--- config.mk ---
export PLATFORM = sky130hd
export DESIGN_NAME = alu_serial_seq
export DESIGN_NICKNAME = d
export VERILOG_FILES = /design/src/rtl/alu_seq_pkg.sv /design/src/rtl/alu_bit_slice.sv /design/src/rtl/alu_serial_seq.sv
export SDC_FILE = /design/constraint.sdc
export NUM_CORES = 1
export LEC_CHECK = 0
export CAP_MARGIN = 20
export CORE_ASPECT_RATIO = 0.75
export CORE_MARGIN = 5
export CORE_UTILIZATION = 40
export DETAILED_ROUTE_END_ITERATION = 10
export HOLD_SLACK_MARGIN = 0.02
export PLACE_DENSITY_LB_ADDON = 0.2
export SLEW_MARGIN = 10
export SYNTH_ARGS = -nofsm -noshare
export SYNTH_HDL_FRONTEND = slang
export SYNTH_SLANG_ARGS = --single-unit
--- constraint.sdc ---
create_clock -name clk -period 1.7 [get_ports clk]
set_input_delay 0.17 -clock clk [delete_from_list [all_inputs] [get_ports clk]]
set_output_delay 0.17 -clock clk [all_outputs]
set_load 0.05 [all_outputs]
--- src/rtl/alu_seq_pkg.sv ---
// Shared opcodes, FSM state encoding and opcode helpers for the bit-serial ALU sequencer.
package alu_seq_pkg;

    localparam logic [3:0] OP_AND = 4'b0000;
    localparam logic [3:0] OP_OR  = 4'b0001;
    localparam logic [3:0] OP_ADD = 4'b0010;
    localparam logic [3:0] OP_SUB = 4'b0110;
    localparam logic [3:0] OP_NOR = 4'b1100;

    typedef enum logic [1:0] {
        IDLE = 2'd0,
        RUN  = 2'd1,
        DONE = 2'd2
    } state_t;

    function automatic logic op_legal(input logic [3:0] op);
        return (op == OP_AND) || (op == OP_OR) || (op == OP_ADD) ||
               (op == OP_SUB) || (op == OP_NOR);
    endfunction

    function automatic logic op_arith(input logic [3:0] op);
        return (op == OP_ADD) || (op == OP_SUB);
    endfunction

endpackage

--- src/rtl/alu_bit_slice.sv ---
// Combinational 1-bit ALU slice; the carry chain is evaluated for every opcode.
module alu_bit_slice
    import alu_seq_pkg::*;
(
    input  logic       a,
    input  logic       b,
    input  logic       CarryIn,
    input  logic [3:0] ALUOp,
    output logic       Result,
    output logic       CarryOut
);

    logic b_eff;
    logic sum;

    always_comb begin
        b_eff    = (ALUOp == OP_SUB) ? ~b : b;
        sum      = a ^ b_eff ^ CarryIn;
        CarryOut = (a & b_eff) | (CarryIn & (a ^ b_eff));
        Result   = 1'b0;
        case (ALUOp)
            OP_AND:         Result = a & b;
            OP_OR:          Result = a | b;
            OP_ADD, OP_SUB: Result = sum;
            OP_NOR:         Result = ~(a | b);
            default:        Result = 1'b0;
        endcase
    end

endmodule

--- src/rtl/alu_serial_seq.sv ---
// Bit-serial ALU sequencer: one slice evaluation per clock, LSB first, start/busy/done handshake.
// Optional overflow output is enabled with `define ALU_SEQ_OVERFLOW_EN.
module alu_serial_seq
    import alu_seq_pkg::*;
#(
    parameter int unsigned WIDTH = 64
) (
    input  logic             clk,
    input  logic             reset,
    input  logic             start,
    input  logic [WIDTH-1:0] a,
    input  logic [WIDTH-1:0] b,
    input  logic [3:0]       ALUOp,
    output logic             busy,
    output logic             done,
    output logic [WIDTH-1:0] result,
    output logic             carry_out,
    output logic             zero,
`ifdef ALU_SEQ_OVERFLOW_EN
    output logic             overflow,
`endif
    output logic             err
);

    localparam int unsigned CNT_W = $clog2(WIDTH);

    state_t           state, state_d;
    logic [WIDTH-1:0] a_sh, b_sh;
    logic [WIDTH-1:0] result_nxt;
    logic [3:0]       op;
    logic             carry;
    logic [CNT_W-1:0] cnt;
    logic             slice_res, slice_cout;
    logic             accept, last;

    alu_bit_slice u_slice (
        .a        (a_sh[0]),
        .b        (b_sh[0]),
        .CarryIn  (carry),
        .ALUOp    (op),
        .Result   (slice_res),
        .CarryOut (slice_cout)
    );

    assign result_nxt = {slice_res, result[WIDTH-1:1]};

    // Next-state: DONE accepts a new start exactly like IDLE.
    always_comb begin
        state_d = state;
        accept  = 1'b0;
        last    = 1'b0;
        case (state)
            IDLE, DONE: begin
                state_d = IDLE;
                if (start) begin
                    accept  = 1'b1;
                    state_d = op_legal(ALUOp) ? RUN : DONE;
                end
            end
            RUN: begin
                if (cnt == CNT_W'(WIDTH - 1)) begin
                    last    = 1'b1;
                    state_d = DONE;
                end
            end
            default: state_d = IDLE;
        endcase
    end

    always_ff @(posedge clk) begin
        if (reset) begin
            state     <= IDLE;
            busy      <= 1'b0;
            done      <= 1'b0;
            result    <= '0;
            carry_out <= 1'b0;
            zero      <= 1'b0;
            err       <= 1'b0;
            a_sh      <= '0;
            b_sh      <= '0;
            op        <= OP_AND;
            carry     <= 1'b0;
            cnt       <= '0;
`ifdef ALU_SEQ_OVERFLOW_EN
            overflow  <= 1'b0;
`endif
        end else begin
            state <= state_d;
            busy  <= (state_d == RUN);
            done  <= (state_d == DONE);
            if (accept) begin
                a_sh  <= a;
                b_sh  <= b;
                op    <= ALUOp;
                carry <= (ALUOp == OP_SUB);
                cnt   <= '0;
                err   <= ~op_legal(ALUOp);
                // Illegal opcodes complete immediately with a fixed zero result.
                if (!op_legal(ALUOp)) begin
                    result    <= '0;
                    carry_out <= 1'b0;
                    zero      <= 1'b1;
`ifdef ALU_SEQ_OVERFLOW_EN
                    overflow  <= 1'b0;
`endif
                end
            end else if (state == RUN) begin
                result <= result_nxt;
                a_sh   <= a_sh >> 1;
                b_sh   <= b_sh >> 1;
                carry  <= slice_cout;
                if (last) begin
                    carry_out <= op_arith(op) & slice_cout;
                    zero      <= (result_nxt == '0);
`ifdef ALU_SEQ_OVERFLOW_EN
                    overflow  <= op_arith(op) & (carry ^ slice_cout);
`endif
                end else begin
                    cnt <= cnt + CNT_W'(1);
                end
            end
        end
    end

endmodule

=== Word-level counts from Yosys, hierarchy flattened ===
Cells that the tools add are included.

* $add $sub $neg: 1
* Equality and inequality tests: 14
* Mux-type cells: 27
* Reductions and logical operators: 17
* Bitwise gates (word level): 12

{| class="wikitable"
|+ Operator list
! cell !! count
|-
| 64-bit two-way mux || 7
|-
| 64-bit logical NOT || 1
|-
| 1-bit two-way mux || 15
|-
| 4-bit by 1-bit equality test with 1-bit output (second input constant) || 2
|-
| 4-bit by 2-bit equality test with 1-bit output (second input constant) || 2
|-
| 4-bit by 3-bit equality test with 1-bit output (second input constant) || 2
|-
| 4-bit equality test (second input constant) || 2
|-
| 4-bit logical NOT || 2
|-
| 6-bit by 1-bit adder with 6-bit output (second input constant) || 1
|-
| 6-bit equality test (second input constant) || 1
|-
| 2-bit two-way mux || 3
|-
| 2-bit OR reduction || 3
|-
| 1-bit logical OR || 5
|-
| 1-bit bitwise AND || 4
|-
| 2-bit by 1-bit equality test with 1-bit output (second input constant) || 2
|-
| 2-bit equality test (second input constant) || 2
|-
| 1-bit NOT || 4
|-
| 1-bit one-hot mux with 4 select lines || 1
|-
| 2-bit one-hot mux with 2 select lines || 1
|-
| 2-bit AND reduction || 2
|-
| 2-bit nonzero test || 2
|-
| 3-bit AND reduction || 1
|-
| 2-bit logical NOT || 1
|-
| 2-bit inequality test (second input constant) || 1
|-
| 2 further kinds || 4
|}

* Register bits: 210
* Logic and storage cells: 83
* Input bits: 135
* Output and inout port bits: 69

=== Depth between registers and ports, before layout ===
Gate-level depths: netlist (run 1).

* Depth after elaboration: 9
* Depth in mapped cells: 7
* Depth with buffers taken out: 7

=== By module ===
A second synthesis (run 1) with hierarchy kept.

* Cell total of the unflattened synthesis: 923
* Area total of the unflattened synthesis: 8195.4 um2

{| class="wikitable"
|+ By module, submodules not included
! module !! times used !! sequential area each (um2) !! area each (um2) !! cells each
|-
| alu_serial_seq || 1 || 4204.0 || 8107.8 || 913
|-
| alu_bit_slice || 1 || 0.0 || 87.6 || 10
|}

=== Least setup slack after synthesis (run 1) ===
No wires, ideal clock.

* Kind: reg-to-reg
* From: reg op[1]
* To: reg result[63]
* Required time: 1.568 ns
* Setup slack: -0.149 ns
* Stages on the path, launching flop included: 8
* Data arrival time: 1.717 ns
* Buffers on the path: 0
* Cells stage by stage: dfxtp_1 -> nor3b_1 -> nand2_1 -> xnor2_1 -> fa_1 -> a22o_1 -> o21ai_0 -> a21oi_1

* Cells in the longest elaborated chain, start to end: 7

{| class="wikitable"
|+ Ends and longest elaborated chain
! item !! line !! RTL
|-
| start, declared || alu_serial_seq.sv:30 || <nowiki>logic [3:0] op;</nowiki>
|-
| start signal, assigned || alu_serial_seq.sv:94 || <nowiki>op <= ALUOp;</nowiki>
|-
| 4-bit by 3-bit equality test with 1-bit output || alu_bit_slice.sv:17, alu_bit_slice.sv:21 ||
|-
| 1-bit two-way mux || alu_bit_slice.sv:17 || <nowiki>b_eff = (ALUOp == OP_SUB) ? ~b : b;</nowiki>
|-
| 1-bit XOR (2 in a row) || alu_bit_slice.sv:18 || <nowiki>sum = a ^ b_eff ^ CarryIn;</nowiki>
|-
| 1-bit one-hot mux with 4 select lines * || alu_bit_slice.sv:21 || <nowiki>case (ALUOp)</nowiki>
|-
| 64-bit two-way mux * || alu_serial_seq.sv:107 || <nowiki>end else if (state == RUN) begin</nowiki>
|-
| 64-bit two-way mux * || alu_serial_seq.sv:91 || <nowiki>if (accept) begin</nowiki>
|-
| end signal, assigned || alu_serial_seq.sv:108 || <nowiki>result <= result_nxt;</nowiki>
|-
| end, declared || alu_serial_seq.sv:16 || <nowiki>output logic [WIDTH-1:0] result,</nowiki>
|}

Mark *: on every way between the ends. The rest lies on a longest branch, timed or not. The select of a mux whose other input is x is not followed.
A chain may end at the register's enable or synchronous reset.

=== Worst setup path after layout (run 1) ===
* From: reg op[3]
* To: reg result[63]

Same word-level chain as after synthesis.

==> results of run 1 <==
## final cells by class
type	count	area share (%)
clock buffers	32	5.87
clock inverters	7	0.758
inverters	2	0.0669
multi-input cells	640	32.4
flip-flops and latches	210	37.5
well taps	258	2.88
repair buffers	242	20.5
## cell usage in the layout, fill, tap and decap left out, drive strengths merged, types with 4 or more instances in the layout
master	count
a22o	64
a21oi	14
nand4	4
buf	107
nor2	133
o21ai	5
o22ai	30
a311oi	92
nand2	205
clkinv	5
dfxtp	210
clkdlybuf4s50	133
nor4	16
a22oi	5
clkbuf	32
nor3	34
## state kept, by name, indices dropped and copies added, names as in the netlist
signal and flops:
a_sh 64, b_sh 64, result 64, cnt 6, op 4, state 2
busy 1, carry 1, carry_out 1, done 1, err 1, zero 1
## where the power goes
| part | total [mW] | internal [mW] | switching (mW) |
|---|---|---|---|
| logic | 1.39 | 0.681 | 0.710 |
| registers | 5.38 | 5.22 | 0.156 |
| clock network | 4.88 | 2.99 | 1.90 |
## per-stage QoR
stage | instances | hold slack, ns
after floorplan | 936 | 0.306
after global placement | 1349 | 0.445
after detailed placement | 1349 | 0.452
after CTS | 1390 | 0.249
after global routing | 1391 | 0.266
final | 1391 | 0.269
## worst paths after layout
| kind | to | cells past startpoint |
|---|---|---|
| min | a_sh[6]$_SDFFE_PP0P_ | 3 |
| min reg2reg | b_sh[62]$_SDFFE_PP0P_ | 2 |
| max reg2reg | result[63]$_SDFFE_PP0P_ | 7 |
| max | result[63]$_SDFFE_PP0P_ | 7 |
## cell families after synthesis
family	count (synthesis)	synth area share [%]
simple gates	410	20.6
mux	4	0.545
compound gates	219	21.5
buf+inv	86	5.56
flops	210	50.9
fa+ha+maj	2	0.394
xor+xnor	5	0.530
## per-layer routing
layer	vias up	GRT usage, %
li1	3741	-
met1	3410	26.4
met2	203	25.3
met3	23	4.28
met4	0	3.33
met5	-	0
## worst reg2reg max path, delay by kind of cell (launching register included)
family	cells	cell delay, ns
fa+ha+maj	1	0.44
compound gates	3	0.43
simple gates	2	0.34
flops	1	0.32
xor+xnor	1	0.17
## what timing repair did
item	in CTS	in global routing
pin swaps	2	2
endpoints found under the setup margin	3	70
resized for setup	4	2
hold buffers	1	0
buffers inserted	1	1
hold endpoints to repair	9	0
==> impl_metrics.py, run 1 <==
metrics = {
    "detailed_routing": {
        "wl_met3_um": 1550,
        "route.met2.wl_um": 9220,
        "firstDrtPassIters": 5,
        "drc": 0,
        "drt_iter0_markers": 606,
        "drt_wl_total_um": 21800,
        "dr_total_vias": 7377,
        "avgRoutedWirePerCell_um": 15.7,
        "highest_layer": "met4",
        "final_antenna_net_count": 0,
        "vias_per_cell": 5.30,
        "wl_met1_um": 10700,
    },
    "layout": {
        "finalCoreUtilization_pct": 55.4,
        "design_area_sq_um": 11200,
        "final_nets": 1255,
        "ff_latch_area_sq_um": 4210,
        "syn2layout_area_growth_pct": 35.9,
        "drive_above_1_share_pct": 13.6,
        "n_antenna_cell": 0,
        "fill_cells": 1842,
        "multi_input_area_sq_um": 3640,
    },
    "grt": {
        "grt_pass1_vias": 6745,
        "antenna_found_initial": 0,
        "overflow": 0,
        "grt_max_degree": 131,
        "grt_pass1_wl_um": 35300,
        "track_usage_pct": 17.5,
    },
    "floorplan": {
        "die_h_um": 134,
        "rows": 45,
        "io_pins": 204,
        "core_area_sq_um": 20300,
        "die_x_um": 176,
        "start_util_pct": 40.8,
        "dieArea_sq_um": 23700,
    },
    "worst_setup_path": {
        "cp_data_arrival_time_ns": 2.20,
        "crit_chain": "nor3b_2 > nand2_1 > xnor2_2 > fa_1 > a22o_1 > o21ai_1 > a21oi_1",
        "rrSetupSlack_ns": -0.12,
        "cp_max_fo": 2,
        "cp_num_buf_inv": 0,
        "critical-path-top-delay-family": "adder cells",
        "startpoint": "op[3]$_SDFFE_PP0P_",
        "cp-start-kind": "register",
        "max_stage_delay_ns": 0.44,
        "endpoint_kind": "register",
        "critPathRequiredTime_ns": 2.08,
        "cp_slowest_cell": "fa_1",
        "worst_r2r_startpoint": "op[3]$_SDFFE_PP0P_",
        "critPathKind": "register to register",
    },
    "power_and_ir_drop": {
        "p_per_area_nw_per_um2": 1040,
        "leakage_nw": 4.34,
        "p_total_mw": 11.7,
        "vdd_ir_drop_max_v": 0.000592,
    },
    "sta": {
        "period_share_pct": 107,
        "fmax_ghz": 0.549,
        "rsz0062_at_grt": "true",
        "slew_viol_final": 0,
        "layout_setup_ws_ns": -0.120,
        "period_minus_slack_ns": 1.82,
        "skew_ns": 0.0110,
        "hold_viol_final": 0,
        "tns_ns": -0.222,
        "worst_pin_slew_ns": 0.653,
        "slew_headroom_pct": 55.4,
        "setup_viol": 2,
    },
    "logic_synthesis": {
        "synth.yosys.seq_area_share_pct": 50.9,
        "netlist_area_sq_um": 8260,
        "syn_nets": 1073,
        "synth_edf_count": 0,
        "synth_cells": 936,
        "synth.most_common_cell": "dfxtp_1",
        "yosys_warnings": 0,
        "synth_commonest_cells": "dfxtp_1 (210), nand2_1 (205), nor2_1 (133), a311oi_1 (92), a22o_1 (64)",
        "ys_ff_latch": 210,
        "synth_ff_type": "dfxtp_1",
        "ys_async_sr_fraction_pct": 0,
        "synth_area_per_cell_sq_um": 8.83,
        "synthTopCellsByArea": "dfxtp_1 (51%), a311oi_1 (9.8%), nand2_1 (9.3%), a22o_1 (6.8%), nor2_1 (6.0%)",
        "yosys.area.top_type": "dfxtp_1",
        "synth_cell_type_count": 42,
        "synth_top_area_share_pct": 50.9,
    },
    "min_path": {
        "holdCritStartpoint": "a[6]",
        "min_path_type": "input pin to register",
    },
    "place": {
        "globalplace.congestion": 0.774,
        "place_hpwl_um": 14200,
        "dpl_cell_area_sq_um": 10400,
        "numPortBuffers": 203,
        "place_ws_ns": -0.273,
    },
    "clocking": {
        "clkTransAtPathRegs_ns": 0.06,
        "root_buffer": "clkbuf_16",
        "clock_latency_ns": 0.49,
        "htreeDepth": 1,
        "cts_buffers": 22,
        "cts_sinks": 210,
        "cts_buffer_depth": 3,
        "cts_tree": "built",
    },
    "outcome": {
        "failed_checks": "setup timing",
        "status": "finished with violations",
    },
    "run": {
        "maxCapViolations": 0,
    },
}
Note: power is estimated with default switching activity, not from simulation.
==> run 2: changes to the inputs <==
CORE_UTILIZATION = 45   (was 40)
clock period = 1.9 ns   (was 1.7 ns; I/O delays follow)
==> run 2 against run 1 <==
  * The flow now finishes without violations
  * Die area decreased by 10%
  * Worst hold slack got worse by 0.17 ns
  * Core utilization increased by 7.3 points
  * Sequential power decreased by 10%
  * First-iteration DRC count increased by 7.4%
  * Combinational power decreased by 10%
  * Wire length increased by 0.14%
  * Via count about the same
  * Setup slack improved by 0.17 ns
  * Register-to-register slack improved by 0.23 ns
  * Critical path type is now register to primary output
  * Largest cell class unchanged
==> impl_metrics.py, run 2 (synthesis gave the netlist of run 1 again) <==
metrics = {
    "worst_setup_path": {
        "rr_endpoint": "result[63]$_SDFFE_PP0P_",
        "critPathKind": "register to primary output",
        "cp_slowest_cell": "clkdlybuf4s50_1",
        "crit_path_end": "done",
        "cp_num_buf_inv": 1,
        "path_depth": 1,
        "critPathRequiredTime_ns": 1.71,
        "worst_r2r_startpoint": "op[3]$_SDFFE_PP0P_",
        "startpoint": "done$_SDFF_PP0_",
        "reg2regPathDepth": 7,
        "critical-path-top-delay-family": "buffers and inverters",
        "cp_max_fo": 1,
        "rrSetupSlack_ns": 0.11,
        "crit_chain": "clkdlybuf4s50_1",
        "max_stage_delay_ns": 0.87,
        "cp_data_arrival_time_ns": 1.66,
        "cp-start-kind": "register",
        "endpoint_kind": "primary output",
    },
    "sta": {
        "hold_ws_ns": 0.0940,
        "slew_viol_final": 0,
        "rsz0062_at_grt": "false",
        "period_minus_slack_ns": 1.85,
        "fmax_ghz": 0.540,
        "period_share_pct": 97.5,
        "slew_headroom_pct": 61.1,
        "hold_viol_final": 0,
        "layout_setup_ws_ns": 0.0467,
        "setup_viol": 0,
        "skew_ns": 0.00547,
        "worst_pin_slew_ns": 0.569,
    },
    "clocking": {
        "ctsHoldBuffers": 0,
        "htreeDepth": 1,
        "cts_sinks": 210,
        "clkTransAtPathRegs_ns": 0.06,
        "cts_buffer_depth": 3,
        "cts_buffers": 21,
        "clock_latency_ns": 0.48,
        "root_buffer": "clkbuf_16",
        "cts_tree": "built",
    },
    "floorplan": {
        "io_pins": 204,
        "die_x_um": 166,
        "dieArea_sq_um": 21200,
        "core_area_sq_um": 17900,
        "rows": 42,
        "start_util_pct": 46.2,
        "die_h_um": 127,
    },
    "grt": {
        "grt_pass1_wl_um": 35000,
        "grt_pass1_vias": 6803,
        "track_usage_pct": 19.2,
        "antenna_found_initial": 2,
        "grt_max_degree": 123,
        "overflow": 0,
    },
    "power_and_ir_drop": {
        "vdd_ir_drop_max_v": 0.000556,
        "leakage_nw": 4.68,
        "p_per_area_nw_per_um2": 886,
        "p_total_mw": 9.92,
    },
    "detailed_routing": {
        "firstDrtPassIters": 6,
        "drt_iter0_markers": 651,
        "final_antenna_net_count": 0,
        "dr_total_vias": 7373,
        "drc": 0,
        "drt_wl_total_um": 21900,
        "avgRoutedWirePerCell_um": 16.0,
        "vias_per_cell": 5.39,
    },
    "layout": {
        "final_common_cell": "dfxtp_1",
        "n_antenna_cell": 0,
        "finalNonFillerCells": 1369,
        "fill_cells": 1551,
        "top_regs": "a_sh (64), b_sh (64), result (64)",
        "syn2layout_area_growth_pct": 35.5,
        "final_nets": 1252,
        "finalCoreUtilization_pct": 62.7,
        "drive_above_1_share_pct": 6.57,
        "layout_common_cells": "dfxtp_1 (210), nand2_1 (205), clkdlybuf4s50_1 (138)",
    },
    "run": {
        "maxCapViolations": 0,
    },
    "place": {
        "place_ws_ns": -0.109,
        "globalplace.congestion": 0.797,
        "place_inst": 1333,
        "place_hpwl_um": 14300,
        "numPortBuffers": 203,
    },
    "min_path": {
        "min_path_type": "input pin to register",
    },
    "outcome": {
        "status": "completed",
    },
}
[run 2: cell types whose count changed in the layout (fill, tap and decap cells not counted), moves of 2 or more]
cell             previous run  this run
clkbuf_1                    4         7
clkbuf_8                    5         1
buf_12                     12         9
dfxtp_1                   207       210
dlygate4sd2_1               1        44
dfxtp_2                     3         0
clkbuf_16                  23        21
clkinv_2                    5         3
clkdlybuf4s50_1           133       138
buf_4                      95        28
dlymetal6s2s_1              0        20
[run 2: per-stage QoR]
stage / cell area (sq um) / TNS [ns]
6_report: 11200 / 0
5_1_grt: 11200 / 0
4_1_cts: 11100 / 0
3_5_place_dp: 10600 / -5.58
3_3_place_gp: 10600 / -4.61
2_1_floorplan: 8260 / 0
[run 2: how the worst min path moves through the flow]
stage                           from                     end  cells after the start
5_1_grt                        reset  carry_out$_SDFFE_PP0P_                      2
3_3_place_gp   a_sh[31]$_SDFFE_PP0P_   a_sh[31]$_SDFFE_PP0P_                      2
4_1_cts                        reset        err$_SDFFE_PP0P_                      2
6_report                       reset        err$_SDFFE_PP0P_                      2
3_5_place_dp   a_sh[31]$_SDFFE_PP0P_   a_sh[31]$_SDFFE_PP0P_                      2
2_1_floorplan               ALUOp[1]      op[1]$_SDFFE_PP0P_                      2
[run 2: where the power goes]
group	internal (mW)	leakage (nW)	switching, mW
Sequential	4.67	1.73	0.144
Combinational	0.611	2.65	0.639
Clock	2.21	0.304	1.64
[run 2: what timing repair did]
action,CTS,global route
cloned,0,1
pin swaps,0,0
setup endpoints to repair,44,23
buffers inserted,0,0
resized for setup,44,22
[run 2: area by class of cell]
| type | instances | area [sq um] | share of cell area, % |
|---|---|---|---|
| sequential | 210 | 4200 | 37.5 |
| multi-input combinational | 641 | 3650 | 32.6 |
| timing repair buffer | 239 | 2410 | 21.5 |
| clock buffer | 29 | 566 | 5.05 |
| tap | 242 | 303 | 2.70 |
| clock inverter | 6 | 61.3 | 0.548 |
| inverter | 2 | 7.51 | 0.0670 |
[run 2: worst reg2reg max path: stages (launching register included)]
cell	delay (ns)
dfxtp_1	0.32
nor3b_2	0.20
nand2_1	0.11
xnor2_2	0.14
fa_1	0.44
a22o_1	0.23
o21ai_0	0.15
a21oi_1	0.08
[run 2: layer usage]
layer | GRT usage, % | vias up | part of all wire (%)
met4 | 3.08 | 4 | 1.1
met5 | 0 | - | 0.11
li1 | - | 3739 | -
met3 | 5.99 | 28 | 8.1
met1 | 28.3 | 3380 | 48
met2 | 28.1 | 222 | 43
==> run 3: changes to the inputs <==
clock period = 1.7 ns   (was 1.9 ns; I/O delays follow)
==> run 3 against run 2 <==
  * The flow now finishes with violations (setup timing)
  * Clock power rose by 32%
  * Register-to-register slack got worse by 0.17 ns
  * Largest power group unchanged
  * Power rose by 20%
  * Combinational power rose by 13%
==> impl_metrics.py, run 3 (synthesis gave the netlist of run 1 again) <==
metrics = {
    "place": {
        "place_hpwl_um": 14100,
        "dpl_cell_area_sq_um": 10400,
        "numPortBuffers": 203,
        "globalplace.congestion": 0.766,
        "place_inst": 1332,
        "place_ws_ns": -0.235,
    },
    "run": {
        "maxCapViolations": 0,
    },
    "layout": {
        "syn2layout_area_growth_pct": 35.9,
        "top_regs": "a_sh (64), b_sh (64), result (64)",
        "drive_above_1_share_pct": 13.4,
        "design_area_sq_um": 11200,
        "fill_cells": 1600,
        "layout_common_cells": "dfxtp_1 (207), nand2_1 (205), nor2_1 (133), clkdlybuf4s50_1 (133), a311oi_1 (92)",
        "n_antenna_cell": 0,
        "final_nets": 1252,
        "final_common_cell": "dfxtp_1",
        "finalCoreUtilization_pct": 62.9,
        "finalNonFillerCells": 1371,
    },
    "clocking": {
        "cts_buffer_depth": 3,
        "clkTransAtPathRegs_ns": 0.07,
        "cts_buffers": 21,
        "root_buffer": "clkbuf_16",
        "clock_latency_ns": 0.48,
        "htreeDepth": 1,
        "post_cts_buffers": 0,
        "cts_sinks": 210,
        "cts_tree": "built",
    },
    "worst_setup_path": {
        "reg2regPathDepth": 7,
        "cp_num_buf_inv": 0,
        "cp-start-kind": "register",
        "crit_chain": "nor3b_2 > nand2_1 > xnor2_2 > fa_1 > a22o_1 > nor2_1 > a31o_1",
        "critical-path-top-delay-family": "adder cells",
        "cp_data_arrival_time_ns": 2.13,
        "max_stage_delay_ns": 0.48,
        "path_depth": 7,
        "cp_slowest_cell": "fa_1",
        "cp_max_fo": 2,
        "critPathKind": "register to register",
        "endpoint_kind": "register",
        "critPathRequiredTime_ns": 2.08,
    },
    "floorplan": {
        "dieArea_sq_um": 21200,
        "io_pins": 204,
        "die_x_um": 166,
        "die_h_um": 127,
        "core_area_sq_um": 17900,
        "start_util_pct": 46.2,
        "rows": 42,
    },
    "sta": {
        "skew_ns": 0.00738,
        "hold_ws_ns": 0.280,
        "slew_viol_final": 0,
        "slew_headroom_pct": 48.2,
        "hold_viol_final": 0,
        "period_share_pct": 103,
        "worst_pin_slew_ns": 0.758,
        "layout_setup_ws_ns": -0.0579,
        "setup_viol": 2,
        "tns_ns": -0.0965,
        "rsz0062_at_grt": "true",
        "fmax_ghz": 0.569,
        "period_minus_slack_ns": 1.76,
    },
    "detailed_routing": {
        "dr_total_vias": 7447,
        "avgRoutedWirePerCell_um": 15.8,
        "drt_iter0_markers": 666,
        "firstDrtPassIters": 5,
        "final_antenna_net_count": 0,
        "vias_per_cell": 5.43,
        "drc": 0,
        "drt_wl_total_um": 21700,
    },
    "grt": {
        "overflow": 0,
        "track_usage_pct": 18.9,
        "grt_pass1_wl_um": 34800,
        "grt_pass1_vias": 6744,
        "grt_max_degree": 81,
        "antenna_found_initial": 2,
    },
    "min_path": {
        "hold_depth": 3,
        "min_path_type": "input pin to register",
    },
    "power_and_ir_drop": {
        "p_per_area_nw_per_um2": 1060,
        "p_total_mw": 11.9,
        "vdd_ir_drop_max_v": 0.000755,
        "leakage_nw": 4.35,
    },
    "outcome": {
        "failed_checks": "setup timing",
        "status": "finished with violations",
    },
}
[run 3: power by group]
| group | switching [mW] | leakage [nW] | internal, mW |
|---|---|---|---|
| combinational | 0.718 | 2.23 | 0.690 |
| sequential | 0.154 | 1.73 | 5.22 |
| clock | 1.88 | 0.386 | 3.21 |
[run 3: final cells by class]
cell class	count	area [sq um]	share of cell area, %
tap	242	303	2.70
sequential	210	4210	37.5
inverter	2	7.51	0.0668
clock inverter	7	135	1.20
multi-input combinational	640	3640	32.4
clock buffer	30	639	5.69
timing repair buffer	240	2300	20.5
[run 3: worst reg2reg max path: stages, from the launching register on]
cell and delay (ns):
dfxtp_2 0.32, nor3b_2 0.20, nand2_1 0.11, xnor2_2 0.15, fa_1 0.48, a22o_1 0.15
nor2_1 0.05, a31o_1 0.20
[run 3: timing repair]
action,CTS,global route
endpoints found under the setup margin,5,7
cloned,0,1
endpoints found under the hold margin,6,0
hold buffers,1,0
gates resized for setup,5,4
pin swaps,2,3
[run 3: per-layer routing]
layer | wire, um | global-route usage, % | up-vias
li1 | - | - | 3741
met1 | 10400 | 28.0 | 3472
met2 | 9410 | 28.1 | 207
met3 | 1730 | 5.40 | 23
met4 | 200 | 3.03 | 4
met5 | 27 | 0 | -
[run 3: final timing paths]
path	from	endpoint	slack, ns
min	b[54]	b_sh[54]$_SDFFE_PP0P_	0.28
max	op[3]$_SDFFE_PP0P_	zero$_SDFFE_PP0P_	-0.06
min reg2reg	a_sh[31]$_SDFFE_PP0P_	a_sh[31]$_SDFFE_PP0P_	0.46
max reg2reg	op[3]$_SDFFE_PP0P_	zero$_SDFFE_PP0P_	-0.06
==> RTL edit 1: new RTL, flow settings as in run 2 <==
Encoding of `state_t`: now one-hot (3 bits for 3 states).
--- a/src/rtl/alu_seq_pkg.sv
+++ b/src/rtl/alu_seq_pkg.sv
@@ -8,8 +8,8 @@
     localparam logic [3:0] OP_NOR = 4'b1100;
 
-    typedef enum logic [1:0] {
-        IDLE = 2'd0,
-        RUN  = 2'd1,
-        DONE = 2'd2
+    typedef enum logic [2:0] {
+        IDLE = 3'b001,
+        RUN  = 3'b010,
+        DONE = 3'b100
     } state_t;
 
Behaviour: same outputs for any inputs over 10 cycles, from zero or initial values and one cycle with reset high; not proved beyond that.
==> RTL edit 1 against run 2 <==
- the flow now finishes with violations (negative setup slack)
- wire length grew 2.5%
- synthesized area decreased by 1.4%
- count of clock-buffer cells in the layout is 3 lower
- final area decreased by 0.31%
- clock skew grew 0.0072 ns
- power increased by 0.41%
- worst setup slack worse by 0.11 ns
- sequential cell count rose by 1
- combinational power is 3% higher
- critical path type is now flip-flop to flip-flop
- highest routed layer is now met4
==> RTL edit 1: results <==
group,metric,value,unit
global_routing,grt_pass1_vias,6918,
placement,place.gp.congestion,0.796,
worst_setup_path,r2r_start,"op[3]",
synth,synth-seq-area-share,51.8,%
global_routing,grt_max_degree,87,
global_routing,grt_antenna_before_repair,0,
min_path,min_path_type,"input port to flip-flop",
worst_setup_path,reg2reg_to,"result[63]",
worst_setup_path,critical_path_arrival,2.32,ns
clocking,cts_buffers,20,
sta,fin_skew,0.0127,ns
worst_setup_path,worstRegToRegCells,8,
sta,finalSetupViolCount,2,
worst_setup_path,crit_fanout,2,
final_layout,fillers,1587,
final_layout,reg_top3,"a_sh: 64 flops, b_sh: 64 flops, result: 64 flops",
drt,drt_iter0_drc,855,
worst_setup_path,crit_slowest_cell,"fa_1",
global_routing,grt_pass1_wl,35400,um
pwr,p_leak,4.29,nW
sta,setup_slack,-0.0595,ns
drt,drt-vias-per-instance,5.48,
clocking,clk_pin_slew_worst_paths,0.06,ns
synth,synthArstFlopShare,0,%
final_layout,nets,1278,
placement,hpwl,14100,um
final_layout,diodes,0,
synth,yosys_warnings,0,
sta,setup_tns,-0.109,ns
status,outcome,"finished with violations",
status,violations,"negative setup slack",
clocking,cts_root_buffer,"clkbuf_16",
synth,yosys-top-cells-count,"211 x dfxtp_1, 208 x nand2_1, 200 x a21oi_1",
min_path,hp-start,"reset",
min_path,holdPathStages,2,
sta,slew_headroom,60.9,%
global_routing,gr-usage-all-layers,19.9,%
drt,wl_per_cell,16.1,um
synth,synth_area_leaders,"dfxtp_1 52%, a21oi_1 12%, a22oi_1 12%, nand2_1 9.6%, nand3_1 4.2%",
pwr,ir_drop,0.490,mV
final_layout,drive_gt1_share,6.43,%
sta,holdWs,0.0914,ns
worst_setup_path,cp_slowest_stage_delay,0.44,ns
synth,ys_types,38,
min_path,hold_end,"carry_out",
drt,drtPass1Iterations,6,
synth,synth_fp_nets,1111,
-- RTL edit 1: cell count changes in the layout (fill, tap and decap cells not counted), sizes merged, moves of 7 or more --
cell | before | now
a21oi | 14 | 200
nor2 | 133 | 11
a22oi | 5 | 126
a311oi | 92 | 1
nand3 | 3 | 69
a22o | 64 | 0
nor3 | 34 | 4
o22ai | 30 | 0
dlymetal6s2s | 20 | 12
dlygate4sd2 | 44 | 51
-- RTL edit 1: critical path: cells and delay by family, from the launching register on --
kind / cells / cell delay (ns)
fa+ha+maj: 1 / 0.44
simple gates: 3 / 0.40
compound gates: 2 / 0.35
flops: 1 / 0.32
xor+xnor: 1 / 0.16
buf+inv: 1 / 0.16
-- RTL edit 1: worst max-delay path by stage --
stage                  to  cells past startpoint  start  slack (ns)
6_report       result[63]                      8  op[3]       -0.06
5_1_grt        result[63]                      8  op[3]       -0.17
4_1_cts        result[63]                      8  op[3]       -0.05
3_5_place_dp   result[63]                      8  op[3]       -0.14
3_3_place_gp   result[63]                      8  op[3]       -0.14
2_1_floorplan  result[63]                      7  op[1]        0.09
-- RTL edit 1: power breakdown --
group          switching, mW  internal, mW
Sequential             0.127          4.67
Clock                   1.62          2.25
Combinational          0.687         0.606
Total                   2.44          7.52
-- RTL edit 1: what timing repair did --
item / in CTS / in global routing
setup buffers: 0 / 1
cloned: 0 / 1
gates resized for setup: 52 / 18
pin swaps: 0 / 3
endpoints found under the setup margin: 53 / 78
hold buffers: 0 / 0
-- RTL edit 1: through the flow --
| stage | total power [mW] | cells | area, um2 | setup WS, ns | utilization [%] |
|---|---|---|---|---|---|
| after floorplan | 5.58 | 974 | 8160 | 0.0903 | - |
| after global placement | 6.13 | 1359 | 10500 | -0.144 | 59.3 |
| after detailed placement | 6.15 | 1359 | 10500 | -0.136 | 59.3 |
| after CTS | 10.0 | 1390 | 11100 | -0.0524 | 62.6 |
| after global routing | 10.4 | 1392 | 11200 | -0.165 | 63.0 |
| final | 9.96 | 1392 | 11200 | -0.0595 | 63.0 |
-- RTL edit 1: routing by layer --
metal / track usage [%] / wire [um]
met1: 29.0 / 10300
met2: 30.6 / 10000
met3: 4.57 / 1760
met4: 3.64 / 349
met5: 0 / 0
-- RTL edit 1: cell type report --
cell class              instances  area share [%]
multi-input cells             673            32.3
inverters                       1          0.0336
flip-flops and latches        211            37.9
well taps                     242            2.71
clock buffers                  26            5.15
repair buffers                234            21.5
clock inverters                 5           0.471
-- RTL edit 1: kinds of logic after synthesis --
group / share of synthesized area, %
AOI/OAI and AO/OA: 24.6
xor gates and xnor gates: 0.645
adders and majority gates: 0.399
buffers and inverters: 4.47
DFF: 51.8
muxes: 0.123
and+or+nand+nor: 18.0
==> RTL edit 2: new RTL, flow settings as in run 2 <==
Without the edit above. The option `ALU_SEQ_OVERFLOW_EN` is turned on by a define.
--- a/src/rtl/alu_serial_seq.sv
+++ b/src/rtl/alu_serial_seq.sv
@@ -1,4 +1,6 @@
 // Bit-serial ALU sequencer: one slice evaluation per clock, LSB first, start/busy/done handshake.
 // Optional overflow output is enabled with `define ALU_SEQ_OVERFLOW_EN.
+`define ALU_SEQ_OVERFLOW_EN
+
 module alu_serial_seq
     import alu_seq_pkg::*;
Check against the original RTL (old outputs only; new: overflow): equivalent (equiv_simple and equiv_induct, registers matched by name and starting in step).
==> RTL edit 2 against run 2 <==
- the flow now finishes with violations (negative setup slack)
- clock skew increased by 0.0081 ns
- wire length decreased by 0.92%
- synthesized area increased by 0.94%
- final area increased by 2.2%
- count of clock-buffer cells in the layout unchanged
- clock power increased by 14%
- via count increased by 1.3%
- power increased by 6.0%
- global-route usage decreased by 0.34 points
- worst setup slack got worse by 0.11 ns
- sequential cell count increased by 1
- critical endpoint is now zero
- largest cell class unchanged
- largest power group unchanged
==> RTL edit 2: results <==
group,metric,value,unit
status,violations,"negative setup slack",
synth,synthAdderAreaFrac,0.390,%
placement,place.gp.congestion,0.774,
sta,finalSetupViolCount,2,
worst_setup_path,crit_fanout,2,
final_layout,num-nonclk-inverters,5,
final_layout,buffer_area_share,21.3,%
synth,synth_area_leaders,"dfxtp_1 51%, a311oi_1 9.7%, nand2_1 9.2%, a22o_1 6.6%, nor2_1 5.9%",
min_path,hp-start,"a[62]",
synth,synth.ff_latch_count,211,
final_layout,fillers,1594,
clocking,post_cts_resized,43,
final_layout,drive_gt1_share,8.25,%
min_path,holdPathStages,3,
status,outcome,"finished with violations",
drt,vias,7466,
global_routing,gr-usage-all-layers,18.8,%
placement,placed_cell_area,10700,um2
final_layout,multi_input_area_share,32.4,%
placement,hpwl,14100,um
worst_setup_path,crit_slowest_cell,"fa_2",
drt,wl,21700,um
synth,syn_inst,945,
final_layout,seq_area,4230,um2
sta,slew_headroom,44.6,%
worst_setup_path,cp_slowest_stage_delay,0.47,ns
global_routing,grt_antenna_before_repair,0,
drt,drt_iter0_drc,665,
clocking,hold_buffers,1,
sta,fin_skew,0.0135,ns
sta,setup_slack,-0.0673,ns
pwr,ir_drop,0.522,mV
==> RTL edit 2: cell count changes in the layout (fill, tap and decap cells not counted), sizes merged, moves of 3 or more <==
cell and delta:
nor2b +4, buf +4, and2b -3, inv +3
==> RTL edit 2: power groups by stage <==
stage               sequential [mW]  clock (mW)  combinational (mW)
floorplan                      4.92           0               0.766
global placement               4.93           0                1.25
detailed placement             4.93           0                1.26
CTS                            4.84        4.51                1.27
global route                   4.87        4.68                1.40
finish                         4.84        4.40                1.27
==> RTL edit 2: routing by layer <==
metal	track usage [%]	routed length, um
met3	5.46	1580
met5	0	0
met2	27.3	8920
met1	28.2	10800
met4	3.39	352
==> RTL edit 2: stage by stage <==
step           hold WS, ns  utilization, %
2_1_floorplan        0.326               -
3_3_place_gp         0.443            58.1
3_5_place_dp         0.455            58.1
4_1_cts              0.273            61.9
6_report             0.286            62.3
5_1_grt              0.292            62.3
